### src/rtl/temp_fan_ctrl_pkg.sv
// Shared definitions for the over-temperature fan controller:
// FSM state encodings, default parameter values and counter sizing helper.
package temp_fan_ctrl_pkg;

    // FSM states, encoded to match the debug LED mapping
    typedef enum logic [1:0] {
        ST_OFF  = 2'd0,
        ST_ARM  = 2'd1,
        ST_ON   = 2'd2,
        ST_HOLD = 2'd3
    } fan_state_e;

    localparam int unsigned DEF_DEBOUNCE_N   = 4;
    localparam int unsigned DEF_MIN_ON_TICKS = 8;
    localparam int unsigned DEF_ALARM_TICKS  = 32;
    localparam int unsigned DEF_PRESCALE     = 50000;

    // Upstream comparator threshold code (28 degrees), kept for cross-reference
    localparam logic [2:0] TEMP_THRESH_CODE = 3'b100;

    // Bits needed to hold a saturating count of 0..max_val
    function automatic int unsigned cnt_width(input int unsigned max_val);
        return (max_val < 2) ? 1 : $clog2(max_val + 1);
    endfunction

endpackage

### src/rtl/temp_fan_ctrl_tick_prescaler.sv
// Internal sample-tick generator: one-clk pulse every PRESCALE clk cycles.
// Only present when TEMP_FAN_TICK_GEN_EN is defined.
`ifdef TEMP_FAN_TICK_GEN_EN
module temp_fan_ctrl_tick_prescaler
    import temp_fan_ctrl_pkg::*;
#(
    parameter int unsigned PRESCALE = DEF_PRESCALE
) (
    input  logic clk,
    input  logic reset,
    output logic tick_c
);

    localparam int unsigned CNT_W = (PRESCALE > 1) ? $clog2(PRESCALE) : 1;
    localparam logic [CNT_W-1:0] CNT_LAST = CNT_W'(PRESCALE - 1);

    logic [CNT_W-1:0] cnt_q;
    logic [CNT_W-1:0] cnt_d;

    // Modulo-PRESCALE count; the pulse marks the last count of each period
    always_comb begin
        cnt_d  = (cnt_q == CNT_LAST) ? '0 : cnt_q + CNT_W'(1);
        tick_c = (cnt_q == CNT_LAST);
    end

    // Counter register, cleared by reset so the first pulse lands PRESCALE cycles later
    always_ff @(posedge clk or posedge reset) begin
        if (reset) begin
            cnt_q <= '0;
        end else begin
            cnt_q <= cnt_d;
        end
    end

endmodule
`endif

### src/rtl/temp_fan_ctrl.sv
// Over-temperature fan controller: debounces the comparator flag on sample
// ticks, runs the fan with a minimum on-time and raises a sticky alarm when
// the over-temperature condition persists.
// Optional macro TEMP_FAN_TICK_GEN_EN: generate the sample tick internally
// from PRESCALE instead of using the tick port.
module temp_fan_ctrl
    import temp_fan_ctrl_pkg::*;
#(
    parameter int unsigned DEBOUNCE_N   = DEF_DEBOUNCE_N,
    parameter int unsigned MIN_ON_TICKS = DEF_MIN_ON_TICKS,
    parameter int unsigned ALARM_TICKS  = DEF_ALARM_TICKS,
    parameter int unsigned PRESCALE     = DEF_PRESCALE
) (
    input  logic       clk,
    input  logic       reset,
    input  logic       tick,
    input  logic       over_temp,
    input  logic       alarm_clr,
    output logic       fan_on,
    output logic       alarm,
    output logic [1:0] state
);

    localparam int unsigned DEB_W = cnt_width(DEBOUNCE_N);
    localparam int unsigned ON_W  = cnt_width(MIN_ON_TICKS);
    localparam int unsigned HOT_W = cnt_width(ALARM_TICKS);

    localparam logic [DEB_W:0]   DEB_LIM   = (DEB_W + 1)'(DEBOUNCE_N);
    localparam logic [ON_W:0]    ON_LIM    = (ON_W + 1)'(MIN_ON_TICKS);
    localparam logic [HOT_W:0]   HOT_LIM   = (HOT_W + 1)'(ALARM_TICKS);
    localparam logic [ON_W-1:0]  ON_SAT    = ON_W'(MIN_ON_TICKS);
    localparam logic [HOT_W-1:0] HOT_SAT   = HOT_W'(ALARM_TICKS);

    fan_state_e       state_q, state_d;
    logic [DEB_W-1:0] deb_cnt_q, deb_cnt_d;
    logic [ON_W-1:0]  on_cnt_q, on_cnt_d;
    logic [HOT_W-1:0] hot_cnt_q, hot_cnt_d;
    logic             fan_on_q, fan_on_d;
    logic             alarm_q, alarm_d;

    logic             tick_s;
    logic [DEB_W:0]   deb_inc;
    logic [ON_W:0]    on_inc;
    logic [HOT_W:0]   hot_inc;
    logic [ON_W-1:0]  on_sat;
    logic [HOT_W-1:0] hot_sat;
    logic             alarm_set;

`ifdef TEMP_FAN_TICK_GEN_EN
    logic unused_tick;
    assign unused_tick = tick;

    temp_fan_ctrl_tick_prescaler #(
        .PRESCALE (PRESCALE)
    ) u_tick_prescaler (
        .clk    (clk),
        .reset  (reset),
        .tick_c (tick_s)
    );
`else
    localparam int unsigned unused_prescale = PRESCALE;
    assign tick_s = tick;
`endif

    // State, counter and output registers
    always_ff @(posedge clk or posedge reset) begin
        if (reset) begin
            state_q   <= ST_OFF;
            deb_cnt_q <= '0;
            on_cnt_q  <= '0;
            hot_cnt_q <= '0;
            fan_on_q  <= 1'b0;
            alarm_q   <= 1'b0;
        end else begin
            state_q   <= state_d;
            deb_cnt_q <= deb_cnt_d;
            on_cnt_q  <= on_cnt_d;
            hot_cnt_q <= hot_cnt_d;
            fan_on_q  <= fan_on_d;
            alarm_q   <= alarm_d;
        end
    end

    // Next-state and counter updates, evaluated only on sample ticks
    always_comb begin
        state_d   = state_q;
        deb_cnt_d = deb_cnt_q;
        on_cnt_d  = on_cnt_q;
        hot_cnt_d = hot_cnt_q;
        deb_inc   = {1'b0, deb_cnt_q} + (DEB_W + 1)'(1);
        on_inc    = {1'b0, on_cnt_q} + (ON_W + 1)'(1);
        hot_inc   = {1'b0, hot_cnt_q} + (HOT_W + 1)'(1);
        on_sat    = (on_inc >= ON_LIM) ? ON_SAT : on_inc[ON_W-1:0];
        hot_sat   = (hot_inc >= HOT_LIM) ? HOT_SAT : hot_inc[HOT_W-1:0];

        if (tick_s) begin
            unique case (state_q)
                ST_OFF: begin
                    if (over_temp) begin
                        deb_cnt_d = DEB_W'(1);
                        if (DEB_LIM == (DEB_W + 1)'(1)) begin
                            state_d   = ST_ON;
                            on_cnt_d  = '0;
                            hot_cnt_d = HOT_W'(1);
                        end else begin
                            state_d = ST_ARM;
                        end
                    end else begin
                        deb_cnt_d = '0;
                    end
                end
                ST_ARM: begin
                    if (over_temp) begin
                        deb_cnt_d = deb_inc[DEB_W-1:0];
                        if (deb_inc == DEB_LIM) begin
                            state_d   = ST_ON;
                            on_cnt_d  = '0;
                            hot_cnt_d = HOT_W'(1);
                        end
                    end else begin
                        state_d   = ST_OFF;
                        deb_cnt_d = '0;
                    end
                end
                ST_ON: begin
                    on_cnt_d = on_sat;
                    if (over_temp) begin
                        hot_cnt_d = hot_sat;
                    end else begin
                        hot_cnt_d = '0;
                        if (on_inc >= ON_LIM) begin
                            state_d   = ST_OFF;
                            deb_cnt_d = '0;
                        end else begin
                            state_d = ST_HOLD;
                        end
                    end
                end
                ST_HOLD: begin
                    on_cnt_d = on_sat;
                    if (over_temp) begin
                        state_d   = ST_ON;
                        hot_cnt_d = HOT_W'(1);
                    end else begin
                        hot_cnt_d = '0;
                        if (on_inc >= ON_LIM) begin
                            state_d   = ST_OFF;
                            deb_cnt_d = '0;
                        end
                    end
                end
            endcase
        end
    end

    // Registered outputs: fan follows next state; alarm is sticky, set beats clear
    always_comb begin
        fan_on_d  = (state_d == ST_ON) || (state_d == ST_HOLD);
        alarm_set = tick_s && (state_d == ST_ON) && (hot_cnt_d == HOT_SAT);
        alarm_d   = alarm_q;
        if (alarm_clr) begin
            alarm_d = 1'b0;
        end
        if (alarm_set) begin
            alarm_d = 1'b1;
        end
    end

    assign fan_on = fan_on_q;
    assign alarm  = alarm_q;
    assign state  = state_q;

endmodule

### config.mk
export PLATFORM = sky130hd
export DESIGN_NAME = temp_fan_ctrl
export DESIGN_NICKNAME = d
export VERILOG_FILES = /design/src/rtl/temp_fan_ctrl_pkg.sv /design/src/rtl/temp_fan_ctrl_tick_prescaler.sv /design/src/rtl/temp_fan_ctrl.sv
export SDC_FILE = /design/constraint.sdc
export NUM_CORES = 1
export LEC_CHECK = 0
export ABC_AREA = 1
export CAP_MARGIN = 20
export CORE_MARGIN = 3
export CORE_UTILIZATION = 40
export DETAILED_ROUTE_END_ITERATION = 16
export GPL_ROUTABILITY_DRIVEN = 1
export PLACE_DENSITY_LB_ADDON = 0.1
export SKIP_LAST_GASP = 1
export SLEW_MARGIN = 40
export SYNTH_ARGS = -nofsm -noshare
export SYNTH_HDL_FRONTEND = slang
export SYNTH_SLANG_ARGS = --single-unit
### constraint.sdc
create_clock -name clk -period 2.9 [get_ports clk]
set_clock_uncertainty 0.15 [all_clocks]
set_input_delay 0.435 -clock clk [delete_from_list [all_inputs] [get_ports clk]]
set_output_delay 0.435 -clock clk [all_outputs]
set_load 0.01 [all_outputs]
# Word-level counts from Yosys, hierarchy flattened
# Cells that the tools add are included.
[totals]
inputBits = 5
register_bits = 17
out_inout_bits = 4
elab_cells = 58
[op_classes]
reduce_logical = 9
add_sub_neg = 3
magnitude_cmp = 2
eq_ne = 11
mux = 27
[op_table]
columns = ["operator", "n"]
rows = [
  ["6-bit 2-to-1 mux", 5],
  ["6-bit case mux with 3 select lines", 1],
  ["2-bit 2-to-1 mux", 8],
  ["4-bit 2-to-1 mux", 3],
  ["3-bit 2-to-1 mux", 3],
  ["3-bit case mux with 3 select lines", 1],
  ["2-bit equality test (second input constant)", 4],
  ["2-bit case mux with 4 select lines", 1],
  ["4-bit case mux with 2 select lines", 1],
  ["6-bit by 1-bit adder with 7-bit output (second input constant)", 1],
  ["7-bit by 6-bit >= comparator with 1-bit output (second input constant)", 1],
  ["6-bit equality test (second input constant)", 1],
  ["2-bit != test (second input constant)", 3],
  ["4-bit by 1-bit adder with 5-bit output (second input constant)", 1],
  ["5-bit by 4-bit >= comparator with 1-bit output (second input constant)", 1],
  ["3-bit by 1-bit adder with 4-bit output (second input constant)", 1],
  ["4-bit by 3-bit equality test with 1-bit output (second input constant)", 1],
  ["1-bit 2-to-1 mux", 4],
  ["4-bit AND reduction", 1],
  ["2-bit nonzero test", 2],
  ["3-bit AND reduction", 1],
  ["2-bit by 1-bit equality test with 1-bit output (second input constant)", 1],
  ["1-bit logical AND", 2],
  ["2-bit zero test", 1],
  ["3 further kinds", 3],
]

# Logic depth before layout (Yosys ltp)
# Gate-level depths: netlist of run 1.
[depth]
word_depth = 10
ltp_mapped = 10
ltp_nobuf = 10

# Worst setup path before layout of run 1
# Ideal clock, no wire load.
[synth_path]
path_kind = "reg2reg"
start = "register hot_cnt_q[0]"
end = "register hot_cnt_q[2]"
t_arrival_ps = 1304
stages_incl_launch_ff = 9
setup_time_ps = 74
path_slack_ps = 1372
synth_period_minus_slack_ps = 1528
path_cell_list = "dfrtp_1 -> ha_1 -> nand3_1 -> nand2_1 -> nor2_2 -> inv_2 -> o21ai_2 -> nand2_2 -> o21ai_2"
[synth_via]
elab_chain_len = 6
[synth_rtl]
columns = ["element", "line", "rtl"]
rows = [
  ["start: declaration", "temp_fan_ctrl.sv:37", "logic [HOT_W-1:0] hot_cnt_q, hot_cnt_d;"],
  ["start signal: assignment", "temp_fan_ctrl.sv:78", "hot_cnt_q <= hot_cnt_d;"],
  ["6-bit by 1-bit adder with 7-bit output *", "temp_fan_ctrl.sv:92", "hot_inc = {1'b0, hot_cnt_q} + (HOT_W + 1)'(1);"],
  ["7-bit by 6-bit >= comparator with 1-bit output", "temp_fan_ctrl.sv:94", "hot_sat = (hot_inc >= HOT_LIM) ? HOT_SAT : hot_inc[HOT_W-1:0];"],
  ["6-bit 2-to-1 mux *", "temp_fan_ctrl.sv:94", ""],
  ["6-bit 2-to-1 mux *", "temp_fan_ctrl.sv:127", "if (over_temp) begin"],
  ["6-bit case mux with 3 select lines *", "temp_fan_ctrl.sv:97", "unique case (state_q)"],
  ["6-bit 2-to-1 mux *", "temp_fan_ctrl.sv:96", "if (tick_s) begin"],
  ["net hot_cnt_d[2]", "temp_fan_ctrl.sv:37", ""],
]
# Mark *: on every way through the listed nets, which the timed path passes. The rest lies on a longest branch.
# A chain may end at the register's enable or synchronous reset.

# Worst setup path in the final report of run 1
[layout_path]
start = "register state_q[1] (netlist: state[1])"
end = "output state[1]"
[layout_rtl]
columns = ["element", "line", "rtl"]
rows = [
  ["start: declaration", "temp_fan_ctrl.sv:34", "fan_state_e state_q, state_d;"],
  ["start signal: assignment", "temp_fan_ctrl.sv:75", "state_q <= state_d;"],
  ["end: declaration", "temp_fan_ctrl.sv:21", "output logic [1:0] state"],
]
# No word-level cell between the ends.

==> metrics.md, run 1 <==
| Metric | Value |
|---|---|
| Run status | `finished, final reports clean` |
| Final Util | `50.08%` |
| Psw | `about 280 uW` |
| Clock Power Share | `roughly 18%` |
| Synthesized cell area | `just over 1000 um2` |
| Worst VDD drop | `0.0003860 V` |
| Yosys cell types | `22` |
| Clock Root Buffer | `clkbuf_4` |
| Total congestion overflow | `0` |
| Crit path time final | `1939 ps` |
| Setup tns final | `0 ps` |
| Num CTS Buffers | `3` |
| Final wirelength | `roughly 1.9 mm` |
| Final setup viols | `0` |
| CORE AREA | `between 2000 and 2500 um2` |
| Final hold violations | `0` |
| Crit path cell chain | `clkdlybuf4s50_1` |
| Full die area | `3191 um2` |
| I/O Pins | `9` |
| Initial antenna violation count | `0` |
| DP HPWL | `around 1.5 mm` |
| First-pass GRT wire length | `roughly 3.4 mm` |
| Slew headroom | `between 50 and 60%` |
| Site Rows | `17` |
| Syn avg cell area | `between 7 and 8 um2` |
| Cell count after placement | `approximately 160` |
| Synth top area share | `between 40% and 50%` |
| Max Buffers Root-to-Sink | `2` |
| Sequential fraction of the synthesis area | `between 40% and 50%` |
| Critical Path Fanout Max | `7` |
| Max-slew violation count | `0` |
| Hold WC Path Type | `in2async` |
| Worst EP required | `2320 ps` |
| Fmax | `around 520 MHz` |
| Worst Hold Slack | `approximately 380 ps` |
| Switching Fraction | `38.83%` |
| CTS tree | `done` |
| Slowest cell on the critical path | `clkdlybuf4s50_1` |
| Initial Utilization | `a little over two fifths` |
| Synth area leaders | `dfrtp_1 (42%), nand2_1 (11%), ha_1 (6.1%), inv_1 (5.5%), nor2_1 (4.8%)` |
| Routed wire per std cell | `11.33 um` |
| YS warnings | `0` |
| GRT Total Usage | `a little over an eighth` |
| CTS sink cnt | `17` |
| Power density cells | `around 610 nW/um2` |
| Ant. Diodes | `0` |
| DRC viols | `0` |
| First-pass detailed-route iteration total | `4` |
| Clock-pin slew on the worst setup and hold paths | `approximately 100 ps` |
| Number of global-route vias before repair | `roughly 800` |
| CP endpoint kind | `primary output` |
| Buffers on Ports | `8` |
| Crit path from | `state[1]` |
| Cell Area, Placed | `between 1000 and 1500 um2` |
| Placer Congestion | `about 0.86` |
| Die width | `approximately 56 um` |
| Drt initial violations | `25` |
| Buf/Inv on CP | `1` |
| Max_cap viols | `0` |
| Cells after synthesis | `128` |
| Worst-Skew Late Latency | `290 ps` |
| Fraction of layout cells with a size suffix above 1 | `between 10% and 20%` |
| Setup ws final | `~960 ps` |
| Number of setup buffers added after CTS | `0` |
| CTS H-tree depth | `1` |
| CP top delay family | `buffers and inverters` |
| Die height | `between 50 and 60 um` |
| Design area | `between 1000 and 1500 um2` |
| Post-CTS Hold Buffers | `0` |
| Tot Pwr | `between 700 and 800 uW` |
| Vias per cell | `about 4.9` |
| Routed Antenna Nets | `0` |
| Most common cell after layout, fill and taps aside | `nand2_1` |
| Setup CP Type | `reg2out` |
| Fin nets | `roughly 150` |
| Net count after synthesis | `138` |
| Highest cell delay on the worst timing path | `approximately 590 ps` |
| RR Startpoint | `deb_cnt_q[0]` |
| Most frequent cells in the layout | `nand2_1 (30), dfrtp_1 (17), inv_1 (15)` |
| Largest net degree at the start of global routing | `18` |
| Worst-Margin Slew | `650.5 ps` |
| Final non-filler cell total | `~170` |
| Tcrit/Tclk final | `between 60% and 70%` |
| Crit path DAT | `between 1000 and 1500 ps` |
| Pint | `about 430 uW` |
| Area delta synth->final | `13.86%` |
| Dpl ws | `936.9 ps` |
| Sequential share of power | `about half` |
| CP Launch Type | `flip-flop` |
| Leak Pwr | `~0.54 nW` |
| Via count | `825` |
| Flops & latches, synth | `17` |
| Cts repair resizes | `0` |
| RSZ-0062 raised after global routing | `no` |
| Post-synth top area cell | `dfrtp_1` |
| Comb power frac | `34.0%` |
[registers in the layout, summed over array words and instances (netlist names)]
register,cells
on_cnt_q,4
alarm,1
state,2
deb_cnt_q,3
fan_on,1
hot_cnt_q,6
[synth_stat cells]
library cell   n
o211ai_1       1
ha_1           5
inv_1         15
nor2_2         2
inv_2          2
o21ai_1        4
o21bai_1       1
xnor2_1        3
nand4_2        1
o21ai_0        9
nand2_4        1
nand2_1       30
inv_4          1
nor2_1        13
xor2_1         1
dfrtp_1       17
nor2_4         1
a21oi_1        3
nand2_2        5
nand3_1        8
nor3_4         1
o21ai_2        4
[final timing paths]
kind | cells after the start | end | slack (ps)
setup / recovery | 1 | state[1] | 960
hold / removal | 2 | alarm | 380
setup reg to reg | 9 | on_cnt_q[2] | 1230
hold reg to reg | 2 | alarm | 390
max in group asynchronous | 2 | on_cnt_q[1] | 1800
min in group clk | 2 | alarm | 390
[cells by family after synthesis]
logic type | count (synthesis) | synth area share (%)
AND/OR/NAND/NOR | 62 | 29.08
AO/OA/AOI/OAI | 22 | 12.76
buffers and inverters | 18 | 6.871
flip-flops | 17 | 41.72
adder cells (fa/ha/maj) | 5 | 6.135
XOR/XNOR | 4 | 3.436
[layer usage]
layer / routed length, um / vias up / GRT usage (%)
li1: - / 428 / -
met1: 937 / 377 / 17.14
met2: 861 / 15 / 21.62
met3: 65 / 5 / 2.759
met4: 40 / 0 / 6.102
met5: 0 / - / 0
[layout make-up]
type / count / area (um2)
clock buffer: 4 / 26.28
fill: 242 / 1157
inverter: 18 / 70.07
multi-input combinational: 93 / 524.3
sequential: 17 / 425.4
tap: 28 / 35.03
timing repair buffer: 8 / 80.08
[power groups by stage]
| stage | clock network [mW] | logic, mW | registers (mW) |
|---|---|---|---|
| after floorplan | 0 | 0.173 | 0.340 |
| after global placement | 0 | 0.241 | 0.344 |
| after detailed placement | 0 | 0.245 | 0.347 |
| after CTS | 0.135 | 0.247 | 0.342 |
| after global routing | 0.148 | 0.275 | 0.350 |
| final | 0.126 | 0.241 | 0.341 |
(Power assumes the default switching activity.)
==> inputs of run 2 (changes only) <==
==> constraint.sdc (replaced) <==
create_clock -name clk -period 1.8 [get_ports clk]
set_clock_uncertainty 0.15 [all_clocks]
set_input_delay 0.27 -clock clk [delete_from_list [all_inputs] [get_ports clk]]
set_output_delay 0.27 -clock clk [all_outputs]
set_load 0.01 [all_outputs]
==> metrics.md, run 2 (synthesis results as in run 1) <==
| Metric | Value |
|---|---|
| GRT Total Usage | `13.79% (was 13.44%)` |
| Drt initial violations | `16 (was 25)` |
| Max reg flops | `6 (unchanged)` |
| CP top delay family | `buffers and inverters (unchanged)` |
| R2R cell count | `8 (was 9)` |
| Final setup viols | `0 (unchanged)` |
| Worst EP required | `1380 ps (was 2320 ps)` |
| Final hold violations | `0 (unchanged)` |
| Largest net degree at the start of global routing | `18 (unchanged)` |
| CP Launch Type | `flip-flop (unchanged)` |
| Clock Root Buffer | `clkbuf_4 (unchanged)` |
| Setup ws final | `80.80 ps (was 961.0 ps)` |
| Cell Area, Placed | `1165 um2 (was 1135 um2)` |
| First-pass GRT wire length | `3.519 mm (was 3.374 mm)` |
| FF-to-FF End | `hot_cnt_q[3] (was on_cnt_q[2])` |
| Crit path time final | `1719 ps` |
| Biggest register | `hot_cnt_q (unchanged)` |
| Worst VDD drop | `0.0006628 V (was 0.0003860 V)` |
| Routed wire per std cell | `11.78 um (was 11.33 um)` |
| Cts repair resizes | `0 (unchanged)` |
| CTS sink cnt | `17 (unchanged)` |
| Site Rows | `17 (unchanged)` |
| Fmax | `about 580 MHz` |
| Via count | `862 (was 825)` |
| DRC viols | `0 (unchanged)` |
| Ant. Diodes | `0 (unchanged)` |
| RR Startpoint | `hot_cnt_q[1] (was deb_cnt_q[0])` |
| Tcrit/Tclk final | `between 90% and 100%` |
| Die width | `56.49 um (unchanged)` |
| Setup CP Type | `reg2out (unchanged)` |
| Clock-pin slew on the worst setup and hold paths | `100 ps (about the same)` |
| Dpl ws | `62.12 ps (was 936.9 ps)` |
| Total congestion overflow | `0 (unchanged)` |
| I/O Pins | `9 (unchanged)` |
| CTS tree | `done (unchanged)` |
| Slowest cell on the critical path | `clkdlybuf4s50_1 (unchanged)` |
| Worst Hold Slack | `126.8 ps (was 380.7 ps)` |
| Num CTS Buffers | `3 (unchanged)` |
| Power density cells | `997.4 nW/um2 (was 609.9 nW/um2)` |
| Leak Pwr | `0.5636 nW (was 0.5440 nW)` |
| Run status | `finished, final reports clean (unchanged)` |
| CTS H-tree depth | `1 (unchanged)` |
| Routed Antenna Nets | `0 (unchanged)` |
| Worst-Skew Late Latency | `290 ps (about the same)` |
| Crit path DAT | `1300 ps (was 1350 ps)` |
| Worst-Margin Slew | `264.6 ps (was 650.5 ps)` |
| Slew headroom | `82.34% (was 56.58%)` |
| Buffers on Ports | `8 (unchanged)` |
| First-pass detailed-route iteration total | `4 (unchanged)` |
| Regs by FF count | `hot_cnt_q (6), on_cnt_q (4), deb_cnt_q (3) (unchanged)` |
| Full die area | `3191 um2 (unchanged)` |
| Initial antenna violation count | `0 (unchanged)` |
| Most frequent cells in the layout | `nand2_1 (30), inv_1 (15), dfrtp_1 (15) (was nand2_1 (30), dfrtp_1 (17), inv_1 (15))` |
| RSZ-0062 raised after global routing | `no (unchanged)` |
| Setup tns final | `0 ps (unchanged)` |
| Max-slew violation count | `0 (unchanged)` |
| Fin nets | `155 (was 151)` |
| Final wirelength | `2.026 mm (was 1.903 mm)` |
| Critical Path Fanout Max | `7 (unchanged)` |
| Buf/Inv on CP | `1 (unchanged)` |
| Most common cell after layout, fill and taps aside | `nand2_1 (unchanged)` |
| CORE AREA | `2318 um2 (unchanged)` |
| Hold WC Path Type | `in2async (unchanged)` |
| Fraction of layout cells with a size suffix above 1 | `19.44% (was 15.00%)` |
| Crit path cell chain | `clkdlybuf4s50_1 (unchanged)` |
| Final Util | `51.54% (was 50.08%)` |
| Number of global-route vias before repair | `840 (was 804)` |
| Design area | `1195 um2 (was 1161 um2)` |
| Die height | `56.49 um (unchanged)` |
| Placer Congestion | `0.7809 (was 0.8626)` |
| Max_cap viols | `0 (unchanged)` |
| Initial Utilization | `43.98% (unchanged)` |
| Number of setup buffers added after CTS | `0 (unchanged)` |
| R2R setup slack | `150 ps (was 1230 ps)` |
| CP endpoint kind | `primary output (unchanged)` |
| Area delta synth->final | `17.18% (was 13.86%)` |
| Max Buffers Root-to-Sink | `2 (unchanged)` |
| Highest cell delay on the worst timing path | `560 ps (was 590 ps)` |
| DP HPWL | `1.597 mm (was 1.507 mm)` |
| Vias per cell | `5.012 (was 4.911)` |
| Post-CTS Hold Buffers | `0 (unchanged)` |
[run 2: changes by cell type in the layout (fill, tap and decap cells not counted), sizes merged]
cell,delta
clkinv,+1
buf,+4
clkbuf,-1
[run 2: layout make-up]
class / count / area [um2]
Tap cell: 28 / 35.03
Multi-Input combinational cell: 93 / 524.3
Fill cell: 250 / 1124
Inverter: 18 / 70.07
Clock inverter: 1 / 5.005
Sequential cell: 17 / 427.9
Timing Repair Buffer: 12 / 110.1
Clock buffer: 3 / 22.52
[run 2: metrics by stage]
step                      total power, mW  std cells
final                               1.192        172
after global routing                1.286        172
after CTS                           1.202        172
after detailed placement           0.9922        168
after global placement             0.9826        168
after floorplan                    0.8260        128
[run 2: layer usage]
layer	GRT usage [%]	vias to the layer above	share of wire [%]
met5	0	-	0
met4	2.034	0	0.69
met3	4.828	2	3.4
met2	23.43	15	50
met1	17.07	402	46
li1	-	443	-
[run 2: worst register-to-register path, delay by kind of cell, from the launching register on]
family | cells | cell delay, ps
AO/OA/AOI/OAI | 2 | 280
adder cells (fa/ha/maj) | 1 | 230
buffers and inverters | 1 | 50
flip-flops | 1 | 430
AND/OR/NAND/NOR | 4 | 440
[run 2: worst max path at each step]
stage,from,end,slack (ps),cells after the start
after floorplan,hot_cnt_q[0],hot_cnt_q[2],270,8
after global placement,tick,state[0],100,6
after detailed placement,tick,hot_cnt_q[4],60,6
after CTS,state[1],state[1],7,1
after global routing,deb_cnt_q[1],state[1],6,7
final,state[1],state[1],80,1
[run 2: power breakdown]
part           switching (mW)  internal (mW)  total (mW)
Sequential             0.0810          0.455       0.536
Combinational           0.258          0.191       0.449
Clock                   0.124         0.0827       0.207
